`src/rtl/ALU_pkg.sv`:
```
// Opcode constants and FSM state encoding shared by iterative_alu and mdu_core.
package ALU_pkg;

  localparam logic [5:0] ALU_ADD    = 6'd0;
  localparam logic [5:0] ALU_SUB    = 6'd1;
  localparam logic [5:0] ALU_AND    = 6'd2;
  localparam logic [5:0] ALU_OR     = 6'd3;
  localparam logic [5:0] ALU_XOR    = 6'd4;
  localparam logic [5:0] ALU_SLT    = 6'd5;
  localparam logic [5:0] ALU_SLTU   = 6'd6;
  localparam logic [5:0] ALU_SLL    = 6'd7;
  localparam logic [5:0] ALU_SRL    = 6'd8;
  localparam logic [5:0] ALU_SRA    = 6'd9;
  localparam logic [5:0] ALU_BEQ    = 6'd10;
  localparam logic [5:0] ALU_BNE    = 6'd11;
  localparam logic [5:0] ALU_BLT    = 6'd12;
  localparam logic [5:0] ALU_BGE    = 6'd13;
  localparam logic [5:0] ALU_BGEU   = 6'd14;
  localparam logic [5:0] ALU_BLTU   = 6'd15;
  localparam logic [5:0] ALU_MUL    = 6'd16;
  localparam logic [5:0] ALU_MULH   = 6'd17;
  localparam logic [5:0] ALU_MULHSU = 6'd18;
  localparam logic [5:0] ALU_MULHU  = 6'd19;
  localparam logic [5:0] ALU_DIV    = 6'd20;
  localparam logic [5:0] ALU_DIVU   = 6'd21;
  localparam logic [5:0] ALU_REM    = 6'd22;
  localparam logic [5:0] ALU_REMU   = 6'd23;

  typedef enum logic [1:0] {
    IDLE = 2'd0,
    BUSY = 2'd1,
    DONE = 2'd2
  } state_t;

endpackage

```
`src/rtl/mdu_core.sv`:
```
// Radix-2 iterative unit: shift-add multiplier and restoring divider sharing one
// hi/lo register pair; operates on magnitudes and fixes signs on the way out.
module mdu_core import ALU_pkg::*; #(
  parameter int XLEN = 32
) (
  input  logic            clk,
  input  logic            rst_n,
  input  logic            start,
  input  logic            run,
  input  logic [5:0]      op,
  input  logic [XLEN-1:0] a,
  input  logic [XLEN-1:0] b,
  output logic            last,
  output logic [XLEN-1:0] res
);
  localparam int CW = $clog2(XLEN);

  logic [CW-1:0]     cnt_reg;
  logic [XLEN-1:0]   hi_reg, lo_reg, mcand_reg;
  logic              is_mul_reg, is_hi_reg, is_rem_reg, neg_q_reg, neg_r_reg;
  logic [XLEN-1:0]   hi_next, lo_next;
  logic              signed_a, signed_b, sa, sb, is_mul;
  logic [XLEN-1:0]   ma, mb;
  logic [XLEN:0]     sum, tmp, diff;
  logic [2*XLEN-1:0] prod;

  always_comb begin
    signed_a = (op == ALU_MULH) || (op == ALU_MULHSU) || (op == ALU_DIV) || (op == ALU_REM);
    signed_b = (op == ALU_MULH) || (op == ALU_DIV) || (op == ALU_REM);
    is_mul   = (op == ALU_MUL) || (op == ALU_MULH) || (op == ALU_MULHSU) || (op == ALU_MULHU);
    sa       = signed_a && a[XLEN-1];
    sb       = signed_b && b[XLEN-1];
    ma       = sa ? -a : a;
    mb       = sb ? -b : b;
  end

  // hi holds the partial product / partial remainder, lo the multiplier / quotient bits
  always_comb begin
    sum  = {1'b0, hi_reg} + (lo_reg[0] ? {1'b0, mcand_reg} : '0);
    tmp  = {hi_reg, lo_reg[XLEN-1]};
    diff = tmp - {1'b0, mcand_reg};
    if (is_mul_reg) begin
      hi_next = sum[XLEN:1];
      lo_next = {sum[0], lo_reg[XLEN-1:1]};
    end else if (!diff[XLEN]) begin
      hi_next = diff[XLEN-1:0];
      lo_next = {lo_reg[XLEN-2:0], 1'b1};
    end else begin
      hi_next = tmp[XLEN-1:0];
      lo_next = {lo_reg[XLEN-2:0], 1'b0};
    end
  end

  always_comb begin
    prod = {hi_next, lo_next};
    if (neg_q_reg) prod = -prod;
    if (is_mul_reg)      res = is_hi_reg ? prod[2*XLEN-1:XLEN] : prod[XLEN-1:0];
    else if (is_rem_reg) res = neg_r_reg ? -hi_next : hi_next;
    else                 res = neg_q_reg ? -lo_next : lo_next;
  end

  assign last = (cnt_reg == CW'(XLEN - 1));

  always_ff @(posedge clk or negedge rst_n) begin
    if (!rst_n) begin
      cnt_reg    <= '0;
      hi_reg     <= '0;
      lo_reg     <= '0;
      mcand_reg  <= '0;
      is_mul_reg <= 1'b0;
      is_hi_reg  <= 1'b0;
      is_rem_reg <= 1'b0;
      neg_q_reg  <= 1'b0;
      neg_r_reg  <= 1'b0;
    end else if (start) begin
      cnt_reg    <= '0;
      hi_reg     <= '0;
      lo_reg     <= is_mul ? mb : ma;
      mcand_reg  <= is_mul ? ma : mb;
      is_mul_reg <= is_mul;
      is_hi_reg  <= (op == ALU_MULH) || (op == ALU_MULHSU) || (op == ALU_MULHU);
      is_rem_reg <= (op == ALU_REM) || (op == ALU_REMU);
      neg_q_reg  <= sa ^ sb;
      neg_r_reg  <= sa;
    end else if (run) begin
      cnt_reg <= cnt_reg + 1'b1;
      hi_reg  <= hi_next;
      lo_reg  <= lo_next;
    end
  end

endmodule

```
`src/rtl/iterative_alu.sv`:
```
// Handshaked ALU: single-cycle base/branch ops, iterative M ops when built with
// ALU_MDU_EN (otherwise M opcodes complete as illegal).
module iterative_alu import ALU_pkg::*; #(
  parameter int XLEN = 32
) (
  input  logic            clk,
  input  logic            rst_n,
  input  logic            in_valid,
  output logic            in_ready,
  input  logic [5:0]      op,
  input  logic [XLEN-1:0] a,
  input  logic [XLEN-1:0] b,
  input  logic            kill,
  output logic            out_valid,
  input  logic            out_ready,
  output logic [XLEN-1:0] result,
  output logic            zero,
  output logic            illegal
);
  localparam int SHW = $clog2(XLEN);

  state_t          state_reg, state_next;
  logic [XLEN-1:0] result_reg, result_next;
  logic            illegal_reg, illegal_next;
  logic [XLEN-1:0] imm_res;
  logic            imm_legal;
  logic [SHW-1:0]  shamt;

  assign shamt = b[SHW-1:0];

`ifdef ALU_MDU_EN
  logic            go_busy, mdu_start, mdu_run, mdu_last;
  logic [XLEN-1:0] mdu_res;
`endif

  always_comb begin
    imm_res   = '0;
    imm_legal = 1'b1;
    case (op)
      ALU_ADD:  imm_res = a + b;
      ALU_SUB:  imm_res = a - b;
      ALU_AND:  imm_res = a & b;
      ALU_OR:   imm_res = a | b;
      ALU_XOR:  imm_res = a ^ b;
      ALU_SLT:  imm_res[0] = $signed(a) < $signed(b);
      ALU_SLTU: imm_res[0] = a < b;
      ALU_SLL:  imm_res = a << shamt;
      ALU_SRL:  imm_res = a >> shamt;
      ALU_SRA:  imm_res = $unsigned($signed(a) >>> shamt);
      ALU_BEQ:  imm_res[0] = a == b;
      ALU_BNE:  imm_res[0] = a != b;
      ALU_BLT:  imm_res[0] = $signed(a) < $signed(b);
      ALU_BGE:  imm_res[0] = !($signed(a) < $signed(b));
      ALU_BLTU: imm_res[0] = a < b;
      ALU_BGEU: imm_res[0] = !(a < b);
      default:  imm_legal = 1'b0;
    endcase
`ifdef ALU_MDU_EN
    // Divide-by-zero and signed overflow resolve immediately instead of iterating
    go_busy = 1'b0;
    if (op inside {ALU_MUL, ALU_MULH, ALU_MULHSU, ALU_MULHU,
                   ALU_DIV, ALU_DIVU, ALU_REM, ALU_REMU}) begin
      imm_legal = 1'b1;
      if ((op inside {ALU_DIV, ALU_DIVU, ALU_REM, ALU_REMU}) && (b == '0))
        imm_res = (op inside {ALU_REM, ALU_REMU}) ? a : '1;
      else if ((op inside {ALU_DIV, ALU_REM}) && (a == {1'b1, {(XLEN-1){1'b0}}}) && (b == '1))
        imm_res = (op == ALU_REM) ? '0 : a;
      else
        go_busy = 1'b1;
    end
`endif
  end

`ifdef ALU_MDU_EN
  assign mdu_run = (state_reg == BUSY);

  mdu_core #(.XLEN(XLEN)) u_mdu (
    .clk   (clk),
    .rst_n (rst_n),
    .start (mdu_start),
    .run   (mdu_run),
    .op    (op),
    .a     (a),
    .b     (b),
    .last  (mdu_last),
    .res   (mdu_res)
  );
`endif

  always_comb begin
    state_next   = state_reg;
    result_next  = result_reg;
    illegal_next = illegal_reg;
`ifdef ALU_MDU_EN
    mdu_start    = 1'b0;
`endif
    if (kill) begin
      state_next = IDLE;
    end else begin
      case (state_reg)
        IDLE: if (in_valid) begin
          state_next   = DONE;
          result_next  = imm_res;
          illegal_next = !imm_legal;
`ifdef ALU_MDU_EN
          if (go_busy) begin
            state_next   = BUSY;
            mdu_start    = 1'b1;
            result_next  = result_reg;
            illegal_next = illegal_reg;
          end
`endif
        end
`ifdef ALU_MDU_EN
        BUSY: if (mdu_last) begin
          state_next   = DONE;
          result_next  = mdu_res;
          illegal_next = 1'b0;
        end
`endif
        DONE:    if (out_ready) state_next = IDLE;
        default: state_next = IDLE;
      endcase
    end
  end

  always_ff @(posedge clk or negedge rst_n) begin
    if (!rst_n) begin
      state_reg   <= IDLE;
      result_reg  <= '0;
      illegal_reg <= 1'b0;
    end else begin
      state_reg   <= state_next;
      result_reg  <= result_next;
      illegal_reg <= illegal_next;
    end
  end

  assign in_ready  = (state_reg == IDLE);
  assign out_valid = (state_reg == DONE);
  assign result    = result_reg;
  assign zero      = (result_reg == '0);
  assign illegal   = illegal_reg;

endmodule

```
`config.mk`:
```
export PLATFORM = sky130hd
export DESIGN_NAME = iterative_alu
export DESIGN_NICKNAME = d
export VERILOG_FILES = /design/src/rtl/ALU_pkg.sv /design/src/rtl/mdu_core.sv /design/src/rtl/iterative_alu.sv
export SDC_FILE = /design/constraint.sdc
export NUM_CORES = 1
export LEC_CHECK = 0
export BUFFER_PORTS_ARGS = -buffer_cell sky130_fd_sc_hd__buf_2
export CORE_MARGIN = 10
export CORE_UTILIZATION = 40
export DETAILED_ROUTE_END_ITERATION = 16
export HOLD_SLACK_MARGIN = 0.03
export PLACE_DENSITY_LB_ADDON = 0.2
export SYNTH_ARGS = -nofsm -noshare
export SYNTH_HDL_FRONTEND = slang
export SYNTH_SLANG_ARGS = --single-unit
```
`constraint.sdc`:
```
create_clock -name clk -period 1.5 [get_ports clk]
set_input_delay 0.15 -clock clk [delete_from_list [all_inputs] [get_ports clk]]
set_output_delay 0.15 -clock clk [all_outputs]
set_load 0.01 [all_outputs]
```
; ---- After elaboration in Yosys (flattened, before gate mapping)
; Cells that the tools add are included.
[word_totals]
word_cells = 52
inputBits = 75
output_inout_bits = 36
regBits = 35
[classes]
eq_ne = 20
addsub = 2
n_lt_le_gt_ge = 2
shift = 3
muxes = 7
bitwise_logic = 4
n_reduce_logical = 11
[ops]
columns = operator, n
row1 = case mux 31 bit (8 select lines), 1
row2 = less-than comparator 32 bit, 2
row3 = "== test 6 x 4 -> 1 bit, second input constant", 8
row4 = adder 32 bit, 1
row5 = bitwise AND 32 bit, 1
row6 = == test 32 bit, 1
row7 = zero test 32 bit, 1
row8 = inequality test 32 bit, 1
row9 = bitwise OR 32 bit, 1
row10 = left shift 32 x 5 -> 32 bit, 1
row11 = right shift 32 x 5 -> 32 bit, 1
row12 = >>> shifter 32 x 5 -> 32 bit, 1
row13 = subtractor 32 bit, 1
row14 = XOR 32 bit, 1
row15 = "== test 6 x 3 -> 1 bit, second input constant", 4
row16 = OR reduction 16 bit, 1
row17 = case mux 1 bit (14 select lines), 1
row18 = "== test 6 x 2 -> 1 bit, second input constant", 2
row19 = "== test 6 x 1 -> 1 bit, second input constant", 1
row20 = zero test 6 bit, 1
row21 = 2-to-1 mux 2 bit, 3
row22 = "inequality test 3 x 2 -> 1 bit, second input constant", 2
row23 = case mux 2 bit (2 select lines), 1
row24 = OR reduction 2 bit, 2
row25 = other kinds (7), 9

; ---- Depth between registers and ports, before layout
; Gate-level depths: netlist of the first run.
[logic_depth]
depth_word = 4
mapped_depth = 15
mapped_depth_nobuf = 12

; ---- Worst setup path before layout of the first run
; No wires, ideal clock.
[synth_timing]
path_type = input -> register
start = in b[2]
end = reg result_reg[0] (netlist: result[0])
t_arrival_ns = 3.032
slack_ns = -1.667
stages = 15
setup_time_ns = 0.135
n_path_buf = 4
required_ns = 1.365
path_cell_list = inv_2 -> buf_2 -> buf_2 -> buf_2 -> ha_1 -> buf_2 -> o21bai_1 -> a21oi_1 -> a211oi_1 -> a211oi_1 -> o211ai_1 -> a21oi_1 -> nor3b_1 -> o211ai_1 -> a31oi_1
[synth_between]
elab_chain_len = 3
elab_cells_between_ends = 10
cone_classes = order compare (2) / eq/ne (2) / shift (3) / mux (1) / reduce/logical (2)
[synth_rtl]
columns = element, line_no
row1 = start: declaration, iterative_alu.sv:12  ; input logic [XLEN-1:0] b,
row2 = "less-than comparator 32 bit, on equally long branches", -
row3 = "zero test 1 bit, on equally long branches", "iterative_alu.sv:55, iterative_alu.sv:53"
row4 = case mux 1 bit (14 select lines) (*), iterative_alu.sv:39  ; case (op)
row5 = end signal: assignment, iterative_alu.sv:134  ; result_reg <= result_next;
row6 = end: declaration, iterative_alu.sv:23  ; logic [XLEN-1:0] result_reg, result_next;
; Every way passes the cells marked *; elsewhere a longest branch is shown, timed or not.
; A chain may end at the register's enable or synchronous reset.

; ---- Worst setup path after layout of the first run
[layout_timing]
start = in b[0]
end = reg result_reg[31] (netlist: result[31])
[layout_between]
elab_chain_len = 2
elab_cells_between_ends = 6
cone_classes = add/sub (2) / shift (3) / mux (1)
[layout_rtl]
columns = element, line_no
row1 = subtractor 32 bit (tied with other cells), iterative_alu.sv:41  ; ALU_SUB: imm_res = a - b;
row2 = case mux 31 bit (8 select lines) (*), iterative_alu.sv:39
; Marks and branches as above.

==> results.md, run 1 <==
- DP Cell Count: 2325
- Run status: finished with violations
- End of the critical path: result[31]$_DFFE_PN0P_
- Clk_skew: 0.007744 ns
- Final period utilization: 1.704
- CTS Root Buffer Type: sky130_fd_sc_hd__clkbuf_16
- Crit path max-delay cell type: sky130_fd_sc_hd__mux4_2
- Via count: 15.00k
- HPWL after detailed placement: 46860 um
- Cell count of the worst reg-to-reg path: 8
- Total number of cells along the worst setup path: 13
- Register-to-register path setup slack: -0.48 ns
- Setup repair after global routing missed its margin: yes
- Buf+Inv Stages, Crit Path: 4
- Count of nets left with antenna violations after detail routing: 0
- Vias in the first global route: 14.36k
- Core Rows: 58
- Relative contribution of sequential cells to total power: 0.114
- Kind of start point of the critical path: input port
- Synthesized area divided by synthesized cell count: 7.226 um2
- Area growth, synth to finish: 80.24%
- Wire length per cell: 25.78 um
- Slew headroom: 0.4372
- Num CTS Buffers: 5
- Clock Pin Slew Worst Setup and Hold Paths: 0.06 ns
- Synthesized net count: 1615
- Buffer depth of the longest clock path: 2
- Peak supply drop: 0.0004386 V
- Fmax: 391.3 MHz
- Internal Pwr Total: 4.650 mW
- CP top delay family: compound AO/OA/AOI/OAI gates
- Logic gate share of total power: 0.765
- Yosys top cell area share: 0.1399
- Start point of the critical path: b[0]
- Largest register FFs: 32
- Arrival time of the worst setup path: 2.73 ns
- H-Tree Depth: 2
- Worst-case setup margin in the final layout: -1.056 ns
- GPL Wtd Cong: 1.070
- Failing checks: negative setup slack
- Post-synthesis sequential area ratio: 0.08275
- Most common flop cell mapped by yosys: sky130_fd_sc_hd__dfrtp_1
- Total number of yosys warnings: 0
- Initial DRC count: 2240
- Number of synthesized register bits: 34
- Starting density of the core: 0.4072
- CP Cell Sequence: buf_12 > buf_12 > buf_4 > and2b_1 > a21o_1 > mux4_2 > nand3_4 > a32oi_4 > a2111oi_4 > buf_4 > o211ai_1 > o311ai_1 > o21ai_1
- Max Cap Viol: 0
- Count of boundary I/O pins: 111
- Total global-route track usage: 0.3417
- Post-Syn Area: 10280 um2
- Total number of clock tree sinks: 34
- Detail-routed via count per cell: 6.233
- ANT cells: 0
- Data required time of the critical path: 1.67 ns
- Area after detailed placement: 15330 um2
- Global-route wire length before repair: 88190 um
- Fraction of registers with async set or reset after synthesis: 1.000
- Filler cells: 1899
- TritonCTS clock tree: yes
- Post-route DRC violation count: 0
- Type of the most critical hold path: in2reg
- Final layout net count: 2269
- Global-route congestion overflow total: 0
- Post-layout total power: 8.482 mW
- Number of search-and-repair iterations in the first detailed-routing pass: 5
- Die area: 32520 um2
- WL final: 62060 um
- Buffers added on ports: 110
- Horiz. Die Dim: 180.3 um
- Height of the chip: 180.3 um
- Switching share of power: 0.4517
- Leakage power of the design: 8.579 nW
- Number of pins exceeding their max-slew limit in the final report: 0
- Post-Layout Cell Count: 2407
- Maximum number of pins on one net before global-route repair: 58
- Minimum period implied by the final worst setup slack: 2.556 ns
- Number of failing hold endpoints at the final stage: 0
- Largest cells by area after synthesis: sky130_fd_sc_hd__ha_1 (14%), sky130_fd_sc_hd__dfrtp_1 (8.3%), sky130_fd_sc_hd__mux4_2 (7.2%), sky130_fd_sc_hd__a21oi_1 (6.6%), sky130_fd_sc_hd__mux2i_1 (5.5%)
- Reg2Reg Capture Point: result[10]$_DFFE_PN0P_
- Type of the worst setup path: in2reg
- Critical register-to-register path startpoint: state_reg[1]$_DFFE_PN0P_
- Transition at the pin with the smallest max-transition slack: 0.8442 ns
- Finished Cell Area: 18530 um2
- Net Switching: 3.832 mW
- Category of the worst setup path capture point: register
- Initial antenna violation count: 1
- Clock latency on the worst-skew pair: 0.29 ns
- Number of enable-type register cells in the synthesized netlist: 0
- Floorplan Core Area: 25250 um2
- Highest cell delay on the worst timing path: 0.54 ns
- Cell type contributing the most total cell area after synthesis: sky130_fd_sc_hd__ha_1
- Ratio of cells with drive above 1 in the final layout: 0.5474
- Count of different cell masters after synthesis: 81
- Setup violators final: 33
- Synth Instances: 1423
- Share of total power in the clock network: 0.121
- Power density over the cells: 457.7 nW/um2
- Maximum fanout along the worst path: 5
- Setup TNS after final layout: -27.09 ns
[layer usage]
layer  share of wire  up-vias  GRT usage
met2            0.44      939     0.5324
met5         0.00015        -          0
met4           0.065        2     0.1611
met3           0.094      178    0.05703
li1                -     6589          -
met1            0.40     7295     0.4502
[through the flow]
| step | setup slack [ns] | hold slack [ns] | utilization |
|---|---|---|---|
| floorplan | -1.087 | -0.1456 | - |
| global placement | -1.472 | 0.2140 | 0.6072 |
| detailed placement | -1.531 | 0.2104 | 0.6072 |
| CTS | -0.9740 | 0.03676 | 0.6981 |
| global route | -1.141 | 0.04280 | 0.7338 |
| finish | -1.056 | 0.03275 | 0.7338 |
[cell usage in the layout (no fill, tap or decap), types with 12 or more instances in the layout]
cell type                  netlist  final
sky130_fd_sc_hd__nor2_1        132    116
sky130_fd_sc_hd__a21oi_2         0     32
sky130_fd_sc_hd__mux2i_1        57     29
sky130_fd_sc_hd__mux2_4          3     23
sky130_fd_sc_hd__a21oi_1       135     93
sky130_fd_sc_hd__mux2i_4         0     17
sky130_fd_sc_hd__o211ai_1       27     27
sky130_fd_sc_hd__xnor2_1        16     12
sky130_fd_sc_hd__buf_12          0     15
sky130_fd_sc_hd__nand2_1       136    129
sky130_fd_sc_hd__buf_6           5     68
sky130_fd_sc_hd__nand3_1        26     19
sky130_fd_sc_hd__buf_4           2    560
sky130_fd_sc_hd__a211oi_2        0     12
sky130_fd_sc_hd__a21o_1         18     18
sky130_fd_sc_hd__buf_2          25     96
sky130_fd_sc_hd__dfrtp_1        34     31
sky130_fd_sc_hd__ha_1          115     87
sky130_fd_sc_hd__mux4_2         33     33
sky130_fd_sc_hd__inv_1         103     80
sky130_fd_sc_hd__a221oi_1       25     19
sky130_fd_sc_hd__nor3_1         32     27
sky130_fd_sc_hd__ha_4            0     21
sky130_fd_sc_hd__inv_2           1     12
sky130_fd_sc_hd__o21ai_2         0     27
sky130_fd_sc_hd__o21ai_0        94     42
sky130_fd_sc_hd__o21ai_1         6     28
[Yosys cell counts, drive strengths merged, types with 32 or more instances]
| cell | instances |
|---|---|
| nor3 | 33 |
| inv | 104 |
| ha | 115 |
| mux2 | 32 |
| nand2 | 136 |
| nor2 | 132 |
| a21oi | 135 |
| clkbuf | 56 |
| buf | 48 |
| mux2i | 57 |
| o21ai | 100 |
| dfrtp | 34 |
| mux4 | 33 |
[layout make-up]
class | count | area [um2] | share of cell area
Multi-Input combinational cell | 1180 | 10700 | 0.5773
Timing Repair Buffer | 751 | 5981 | 0.3227
Inverter | 105 | 449.2 | 0.02424
Clock inverter | 1 | 7.507 | 0.0004051
Clock buffer | 6 | 128.9 | 0.006954
Tap cell | 330 | 412.9 | 0.02228
Sequential cell | 34 | 854.6 | 0.04611
[cell families after synthesis]
family | Yosys count | synth area share
DFF | 34 | 0.08275
and+or+nand+nor | 427 | 0.1917
muxes | 122 | 0.1639
buffers and inverters | 209 | 0.08384
xor gates and xnor gates | 23 | 0.01959
adders and majority gates | 117 | 0.1438
AOI/OAI and AO/OA | 491 | 0.3144
[power groups by stage]
stage	Sequential (mW)	Clock, mW	Combinational, mW
global route	0.966	1.04	6.77
global placement	0.978	0	4.87
floorplan	0.983	0	2.38
CTS	0.963	1.01	5.85
finish	0.964	1.03	6.49
detailed placement	0.979	0	4.90
[repair_timing]
item	4_1_cts	5_1_grt
hold buffers	1	0
endpoints found under the hold margin	34	0
setup buffers	49	39
gates cloned	5	0
endpoints found under the setup margin	33	33
pin swaps	122	110
gates resized for setup	380	155
[how the worst min path moves through the flow]
stage,cells after the start,end,startpoint
global placement,2,result[4]$_DFFE_PN0P_,rst_n
CTS,2,state_reg[1]$_DFFE_PN0P_,kill
global route,2,state_reg[1]$_DFFE_PN0P_,kill
floorplan,0,illegal$_DFFE_PN0P_,rst_n
detailed placement,2,result[7]$_DFFE_PN0P_,rst_n
finish,2,state_reg[1]$_DFFE_PN0P_,kill
Power figures use the tool's default switching activity.
==> run 2, diff against run 1 <==
Settings changed: ABC_AREA set to 1, HOLD_SLACK_MARGIN 0.03 to unset.
==> run 2 against run 1 <==
The run still ends with negative setup slack left. Critical endpoint is now result[7]$_DFFE_PN0P_. First-iteration DRC count rose by 3.2%. Global-route usage grew 2.2 points. Routed wire length is 15% higher. Combinational power is 3% higher. Utilization shrank 3.3 points. Non-clock buffer count is 19 lower.
==> results.md, run 2 <==
- Run status: finished with violations
- Failing checks: negative setup slack
- Setup repair after global routing missed its margin: yes
- Setup violators final: 33 (unchanged)
- Number of enable-type register cells in the synthesized netlist: 0 (unchanged)
- Share of total power in the clock network: 0.132 (+0.011)
- Core Rows: 62 (+6.9%)
- Total number of yosys warnings: 0 (unchanged)
- Final period utilization: 1.288 (-0.4161)
- Horiz. Die Dim: 190.5 um (+5.7%)
- Fmax: 517.8 MHz (+32%)
- Logic gate share of total power: 0.746 (-0.019)
- Count of boundary I/O pins: 111 (unchanged)
- Ratio of cells with drive above 1 in the final layout: 0.4587 (-0.08870)
- Post-synthesis sequential area ratio: 0.07315 (-0.009595)
- Largest register FFs: 32 (unchanged)
- Most common cell in the synthesized netlist: sky130_fd_sc_hd__nand2_1
- Type of the most critical hold path: in2reg
- Die area: 36300 um2 (+12%)
- Most common flop cell mapped by yosys: sky130_fd_sc_hd__dfrtp_1
- TritonCTS clock tree: yes
- WL final: 71180 um (+15%)
- Minimum period implied by the final worst setup slack: 1.931 ns (-0.6242 ns)
- CP Cell Sequence: buf_2 > buf_4 > ha_1 > inv_1 > nand2_2 > buf_4 > a21oi_2 > nand2_2 > buf_4 > o21ai_0 > nand2_1 > a21oi_1 > nand3_1 > nand2_1 > nand2_1
- Number of search-and-repair iterations in the first detailed-routing pass: 6 (+1)
- CP top delay family: buffers and inverters
- Largest cells by area after synthesis: sky130_fd_sc_hd__nand2_1 (25%), sky130_fd_sc_hd__nand3_1 (16%), sky130_fd_sc_hd__ha_1 (12%), sky130_fd_sc_hd__inv_1 (8.7%), sky130_fd_sc_hd__dfrtp_1 (7.3%)
- Cell type contributing the most total cell area after synthesis: sky130_fd_sc_hd__nand2_1
- Vias in the first global route: 17.45k (+21%)
- Slew headroom: 0.6253 (+0.1881)
- Count of different cell masters after synthesis: 53 (-35%)
- Placement-stage worst setup slack: -0.9307 ns (+0.6003 ns)
- Relative contribution of sequential cells to total power: 0.122 (+0.008)
- Synth Instances: 2226 (+56%)
- Global-route congestion overflow total: 0 (unchanged)
- Filler cells: 2537 (+34%)
- GPL Wtd Cong: 1.065 (-0.50%)
- Switching share of power: 0.4947 (+0.04292)
- Final layout net count: 3062 (+35%)
- Clock latency on the worst-skew pair: 0.31 ns (+0.02 ns)
- Transition at the pin with the smallest max-transition slack: 0.5620 ns (-0.2821 ns)
- Type of the worst setup path: in2reg
- Height of the chip: 190.5 um (+5.7%)
- Maximum fanout along the worst path: 4 (-1)
- Number of failing hold endpoints at the final stage: 0 (unchanged)
- Buffer depth of the longest clock path: 2 (unchanged)
- Number of pins exceeding their max-slew limit in the final report: 0 (unchanged)
- Synthesized area divided by synthesized cell count: 5.225 um2 (-28%)
- Clock Pin Slew Worst Setup and Hold Paths: 0.07 ns (about the same)
- Power density over the cells: 445.9 nW/um2 (-2.6%)
- Buffers added on ports: 110 (unchanged)
- Num CTS Buffers: 5 (unchanged)
- Post-route DRC violation count: 0 (unchanged)
- Fraction of registers with async set or reset after synthesis: 1.000 (unchanged)
- Yosys top cell area share: 0.2530 (+0.1131)
- Number of synthesized register bits: 34 (unchanged)
- Net Switching: 4.439 mW (+16%)
- Commonest cells post-synth: sky130_fd_sc_hd__nand2_1 (784), sky130_fd_sc_hd__nand3_1 (374), sky130_fd_sc_hd__inv_1 (269), sky130_fd_sc_hd__nor2_1 (197), sky130_fd_sc_hd__ha_1 (115)
- Peak supply drop: 0.0003932 V (-10%)
- Floorplan Core Area: 28700 um2 (+14%)
- Buf+Inv Stages, Crit Path: 5 (+1)
- Detail-routed via count per cell: 5.714 (-8.3%)
- Initial DRC count: 2311 (+3.2%)
- Worst-case setup margin in the final layout: -0.4314 ns (+0.6242 ns)
- Max Cap Viol: 0 (unchanged)
- Via count: 18.60k (+24%)
- Total global-route track usage: 0.3637 (+0.02199)
- Most frequent cells in the layout: sky130_fd_sc_hd__nand2_1 (600), sky130_fd_sc_hd__buf_4 (559), sky130_fd_sc_hd__nand3_1 (283)
- Setup TNS after final layout: -8.422 ns (+18.67 ns)
- ANT cells: 0 (unchanged)
- Synthesized net count: 2418 (+50%)
- Start point of the critical path: a[4]
- Hold path startpoint: out_ready
- Kind of start point of the critical path: input port
- Starting density of the core: 0.4052 (-0.001923)
- Leakage power of the design: 10.99 nW (+28%)
- Critical register-to-register path startpoint: state_reg[1]$_DFFE_PN0P_
- Wire length per cell: 21.87 um (-15%)
- Most common cell after layout, fill and taps aside: sky130_fd_sc_hd__nand2_1
- Internal Pwr Total: 4.535 mW (-2.5%)
- Category of the worst setup path capture point: register
- H-Tree Depth: 2 (unchanged)
- Count of nets left with antenna violations after detail routing: 0 (unchanged)
- CTS Root Buffer Type: sky130_fd_sc_hd__clkbuf_16
- Arrival time of the worst setup path: 2.13 ns (-0.60 ns)
- Initial antenna violation count: 1 (unchanged)
- HPWL after detailed placement: 56190 um (+20%)
- Highest cell delay on the worst timing path: 0.31 ns (-0.23 ns)
- Data required time of the critical path: 1.70 ns (+0.03 ns)
- Clk_skew: 0.01604 ns (+0.008299 ns)
- Crit path max-delay cell type: sky130_fd_sc_hd__o21ai_0
- Post-Syn Area: 11630 um2 (+13%)
- Maximum number of pins on one net before global-route repair: 36 (-38%)
- Total number of clock tree sinks: 34 (unchanged)
- Area growth, synth to finish: 73.04%
- Global-route wire length before repair: 101200 um (+15%)
-- run 2: final timing paths --
| path | endpoint | slack (ns) | cells past startpoint |
|---|---|---|---|
| worst max-delay path | result[7]$_DFFE_PN0P_ | -0.43 | 15 |
| worst min-delay path | state_reg[1]$_DFFE_PN0P_ | 0.02 | 2 |
| worst max register to register | result[10]$_DFFE_PN0P_ | 0.19 | 5 |
| worst min register to register | illegal$_DFFE_PN0P_ | 0.48 | 2 |
| max in group asynchronous | result[17]$_DFFE_PN0P_ | 0.64 | 3 |
| min in group asynchronous | result[29]$_DFFE_PN0P_ | 0.45 | 3 |
-- run 2: stage by stage --
stage	util	instance area (um2)	cells	power [mW]	hold WS [ns]
3_5_place_dp	0.5792	16620	3181	6.230	0.2376
5_1_grt	0.7012	20130	3255	9.354	0.03369
2_1_floorplan	-	11850	2226	3.582	-0.1456
3_3_place_gp	0.5792	16620	3181	6.185	0.2340
6_report	0.7012	20130	3255	8.975	0.02322
4_1_cts	0.6509	18680	3226	8.139	0.02182
-- run 2: final cells by class --
cell class	count	area, um2	share of cell area
multi-input cells	1816	11580	0.5753
repair buffers	732	5931	0.2947
inverters	281	1137	0.05651
flip-flops and latches	34	850.8	0.04227
well taps	384	480.5	0.02387
clock buffers	7	142.6	0.007087
clock inverters	1	5.005	0.0002487
-- run 2: logic make-up (layout without fill, tap and decap cells) --
family | Yosys count | in the layout | synth area share
XOR/XNOR | 5 | 5 | 0.003765
adder cells (fa/ha/maj) | 117 | 117 | 0.1272
buffers and inverters | 376 | 1021 | 0.1396
AO/OA/AOI/OAI | 239 | 239 | 0.1183
AND/OR/NAND/NOR | 1454 | 1454 | 0.5371
multiplexers | 1 | 1 | 0.0008606
flip-flops | 34 | 34 | 0.07315
-- run 2: worst register-to-register path, stage by stage (launching register included) --
cell                      delay (ns)
sky130_fd_sc_hd__dfrtp_1        0.38
sky130_fd_sc_hd__inv_1          0.09
sky130_fd_sc_hd__nand3_1        0.14
sky130_fd_sc_hd__buf_4          0.34
sky130_fd_sc_hd__nand2_1        0.20
sky130_fd_sc_hd__nand2_1        0.10
-- run 2: per-layer routing --
metal,global-route usage,share of wire
met3,0.06218,0.096
met5,0,0.000098
met2,0.5857,0.44
met1,0.4463,0.38
met4,0.2168,0.079
-- run 2: power groups by stage --
stage	sequential (mW)	combinational [mW]	clock, mW
floorplan	1.10	2.48	0
global placement	1.10	5.09	0
detailed placement	1.10	5.13	0
CTS	1.08	5.88	1.17
global route	1.10	7.06	1.19
finish	1.10	6.69	1.18
-- run 2: timing repair --
action	in CTS	in global routing
setup endpoints to repair	33	33
hold buffers	1	0
gates cloned	4	2
gates resized for setup	396	346
buffers inserted	32	35
pin swaps	113	134
endpoints found under the hold margin	34	0
==> run 3, diff against run 2 <==
Settings changed: CORE_UTILIZATION 40 to 25.
==> run 3 against run 2 <==
The flow still finishes with violations (negative setup slack). Clock-buffer cell count unchanged. Routed wire length is 7.5% higher. Die area rose by 53%. First-iteration DRC count is 31% lower. Sequential power about the same. Fmax up 3.4%. Utilization fell by 25 points. Via count fell by 3.8%. Non-clock buffer count increased by 41. Cell area grew 2.9%. Setup slack gained 0.063 ns. Largest power group unchanged.
==> results.md, run 3 (synthesized netlist as in run 2, its figures left out) <==
- Type of the most critical hold path: in2reg
- Minimum period implied by the final worst setup slack: 1.869 ns (-0.06277 ns)
- Total number of clock tree sinks: 34 (unchanged)
- Via count: 17.90k (-3.8%)
- Failing checks: negative setup slack
- Clock latency on the worst-skew pair: 0.30 ns (about the same)
- Clk_skew: 0.006323 ns (-0.009721 ns)
- Number of search-and-repair iterations in the first detailed-routing pass: 6 (unchanged)
- Multi-input combinational cell area: 11570 um2 (-0.12%)
- Kind of start point of the critical path: input port
- Ratio of cells with drive above 1 in the final layout: 0.4715 (+0.01277)
- Length of routed wiring on met1: 33640 um (+23%)
- Area after detailed placement: 17230 um2 (+3.7%)
- Register-to-register path setup slack: 0.03 ns (-0.16 ns)
- Power density over the cells: 443.8 nW/um2 (-0.47%)
- TritonCTS clock tree: yes
- Setup repair after global routing missed its margin: yes
- Highest metal used: met4
- Count of boundary I/O pins: 111 (unchanged)
- Total global-route track usage: 0.2580 (-0.1057)
- Highest cell delay on the worst timing path: 0.28 ns (-0.03 ns)
- Buf+Inv Stages, Crit Path: 5 (unchanged)
- CP Cell Sequence: buf_2 > inv_1 > ha_4 > buf_4 > nor2_2 > nand4_1 > nand3_2 > buf_6 > xor2_2 > o221ai_2 > o21ai_1 > buf_4 > nand2_1
- WL final: 76540 um (+7.5%)
- DR WL met2: 35420 um (+13%)
- Starting density of the core: 0.2547 (-0.1506)
- Vias in the first global route: 17.65k (+1.2%)
- Maximum number of pins on one net before global-route repair: 48 (+33%)
- Setup violators final: 33 (unchanged)
- Die area: 55550 um2 (+53%)
- Worst-case setup margin in the final layout: -0.3686 ns (+0.06277 ns)
- Buffers added on ports: 110 (unchanged)
- Detail-routed via count per cell: 5.094 (-11%)
- Peak supply drop: 0.0003787 V (-3.7%)
- Max Cap Viol: 0 (unchanged)
- Initial DRC count: 1600 (-31%)
- Met3 WL post-DR: 4226 um (-38%)
- Most common cell after layout, fill and taps aside: sky130_fd_sc_hd__nand2_1
- Floorplan Core Area: 45670 um2 (+59%)
- CTS Root Buffer Type: sky130_fd_sc_hd__clkbuf_16
- Wire length per cell: 21.79 um (-0.37%)
- Number of pins exceeding their max-slew limit in the final report: 0 (unchanged)
- Filler cells: 4947 (+95%)
- Finished Cell Area: 20700 um2 (+2.9%)
- Crit path max-delay cell type: sky130_fd_sc_hd__ha_4
- Category of the worst setup path capture point: register
- Num CTS Buffers: 5 (unchanged)
- Horiz. Die Dim: 235.7 um (+24%)
- HPWL after detailed placement: 63860 um (+14%)
- Slew headroom: 0.6080 (-0.01737)
- H-Tree Depth: 2 (unchanged)
- Final layout net count: 3103 (+1.3%)
- Height of the chip: 235.7 um (+24%)
- Initial antenna violation count: 1 (unchanged)
- Clock Pin Slew Worst Setup and Hold Paths: 0.06 ns (about the same)
- Largest register FFs: 32 (unchanged)
- Most frequent cells in the layout: sky130_fd_sc_hd__nand2_1 (607), sky130_fd_sc_hd__buf_4 (603), sky130_fd_sc_hd__nand3_1 (305)
- CP top delay family: buffers and inverters
- Critical path's most frequent cell: sky130_fd_sc_hd__buf_4
- Fmax: 535.1 MHz (+3.4%)
- Placement-stage worst setup slack: -1.233 ns (-0.3021 ns)
- Run status: finished with violations
- Transition at the pin with the smallest max-transition slack: 0.5881 ns (+0.02605 ns)
- Type of the worst setup path: in2reg
- Core Rows: 78 (+26%)
- Maximum fanout along the worst path: 6 (+2)
- Data required time of the critical path: 1.69 ns (about the same)
- Number of failing hold endpoints at the final stage: 0 (unchanged)
- Arrival time of the worst setup path: 2.06 ns (-0.07 ns)
- Area growth, synth to finish: 78.00%
- Post-route DRC violation count: 0 (unchanged)
- Global-route congestion overflow total: 0 (unchanged)
- Final period utilization: 1.246 (-0.04185)
- Leakage power of the design: 11.02 nW (+0.25%)
- Buffer depth of the longest clock path: 2 (unchanged)
- Count of nets left with antenna violations after detail routing: 0 (unchanged)
- Flip-flop and latch area: 853.3 um2 (+0.29%)
- GPL Wtd Cong: 1.064 (-0.12%)
- Global-route wire length before repair: 110300 um (+9.0%)
## run 3: worst reg2reg max path, stage by stage (launching register included)
cell,delay [ns]
sky130_fd_sc_hd__dfrtp_1,0.38
sky130_fd_sc_hd__inv_1,0.09
sky130_fd_sc_hd__nand3_1,0.09
sky130_fd_sc_hd__inv_1,0.39
sky130_fd_sc_hd__buf_4,0.30
sky130_fd_sc_hd__nand2_1,0.09
sky130_fd_sc_hd__nand2_1,0.06
## run 3: worst paths after layout
| check | from | to | cells past startpoint |
|---|---|---|---|
| setup / recovery | a[4] | result[5]$_DFFE_PN0P_ | 13 |
| hold / removal | out_ready | state_reg[1]$_DFFE_PN0P_ | 2 |
| setup reg to reg | state_reg[1]$_DFFE_PN0P_ | result[23]$_DFFE_PN0P_ | 6 |
| hold reg to reg | illegal$_DFFE_PN0P_ | illegal$_DFFE_PN0P_ | 2 |
| max in group asynchronous | rst_n | result[2]$_DFFE_PN0P_ | 3 |
| min in group asynchronous | rst_n | result[13]$_DFFE_PN0P_ | 2 |
## run 3: final cells by class
class | instances | area share
clock buffers | 7 | 0.006889
repair buffers | 773 | 0.3019
inverters | 281 | 0.05475
flip-flops and latches | 34 | 0.04122
multi-input cells | 1816 | 0.5587
well taps | 600 | 0.03626
clock inverters | 1 | 0.0002417
diodes | 1 | 0.0001209
## run 3: repair_timing
item / 4_1_cts / 5_1_grt
hold buffers: 1 / 0
gates cloned: 0 / 3
gates resized for setup: 537 / 275
endpoints found under the setup margin: 33 / 33
hold endpoints to repair: 16 / 0
pin swaps: 152 / 132
buffers inserted: 35 / 17
## run 3: per-layer routing
metal  track usage  up-vias
met1        0.3415     8584
met5             0        -
met3       0.01993      114
met2        0.4293      625
li1              -     8573
met4       0.09258        0
## run 3: through the flow
step	hold WS [ns]	utilization	instances	total power, mW	setup TNS, ns
global route	0.04768	0.4532	3512	9.691	-11.62
CTS	0.03099	0.4290	3492	8.544	-8.084
detailed placement	0.1661	0.3773	3449	6.542	-27.80
floorplan	-0.1456	-	2226	3.582	-10.34
finish	0.03246	0.4533	3513	9.188	-8.737
global placement	0.1758	0.3773	3449	6.555	-27.93
## run 3: where the power goes
part / total, mW / switching [mW] / leakage, nW / internal, mW
combinational: 6.97 / 3.94 / 10.5 / 3.03
sequential: 1.08 / 0.0831 / 0.460 / 0.995
clock: 1.14 / 0.477 / 0.0739 / 0.661
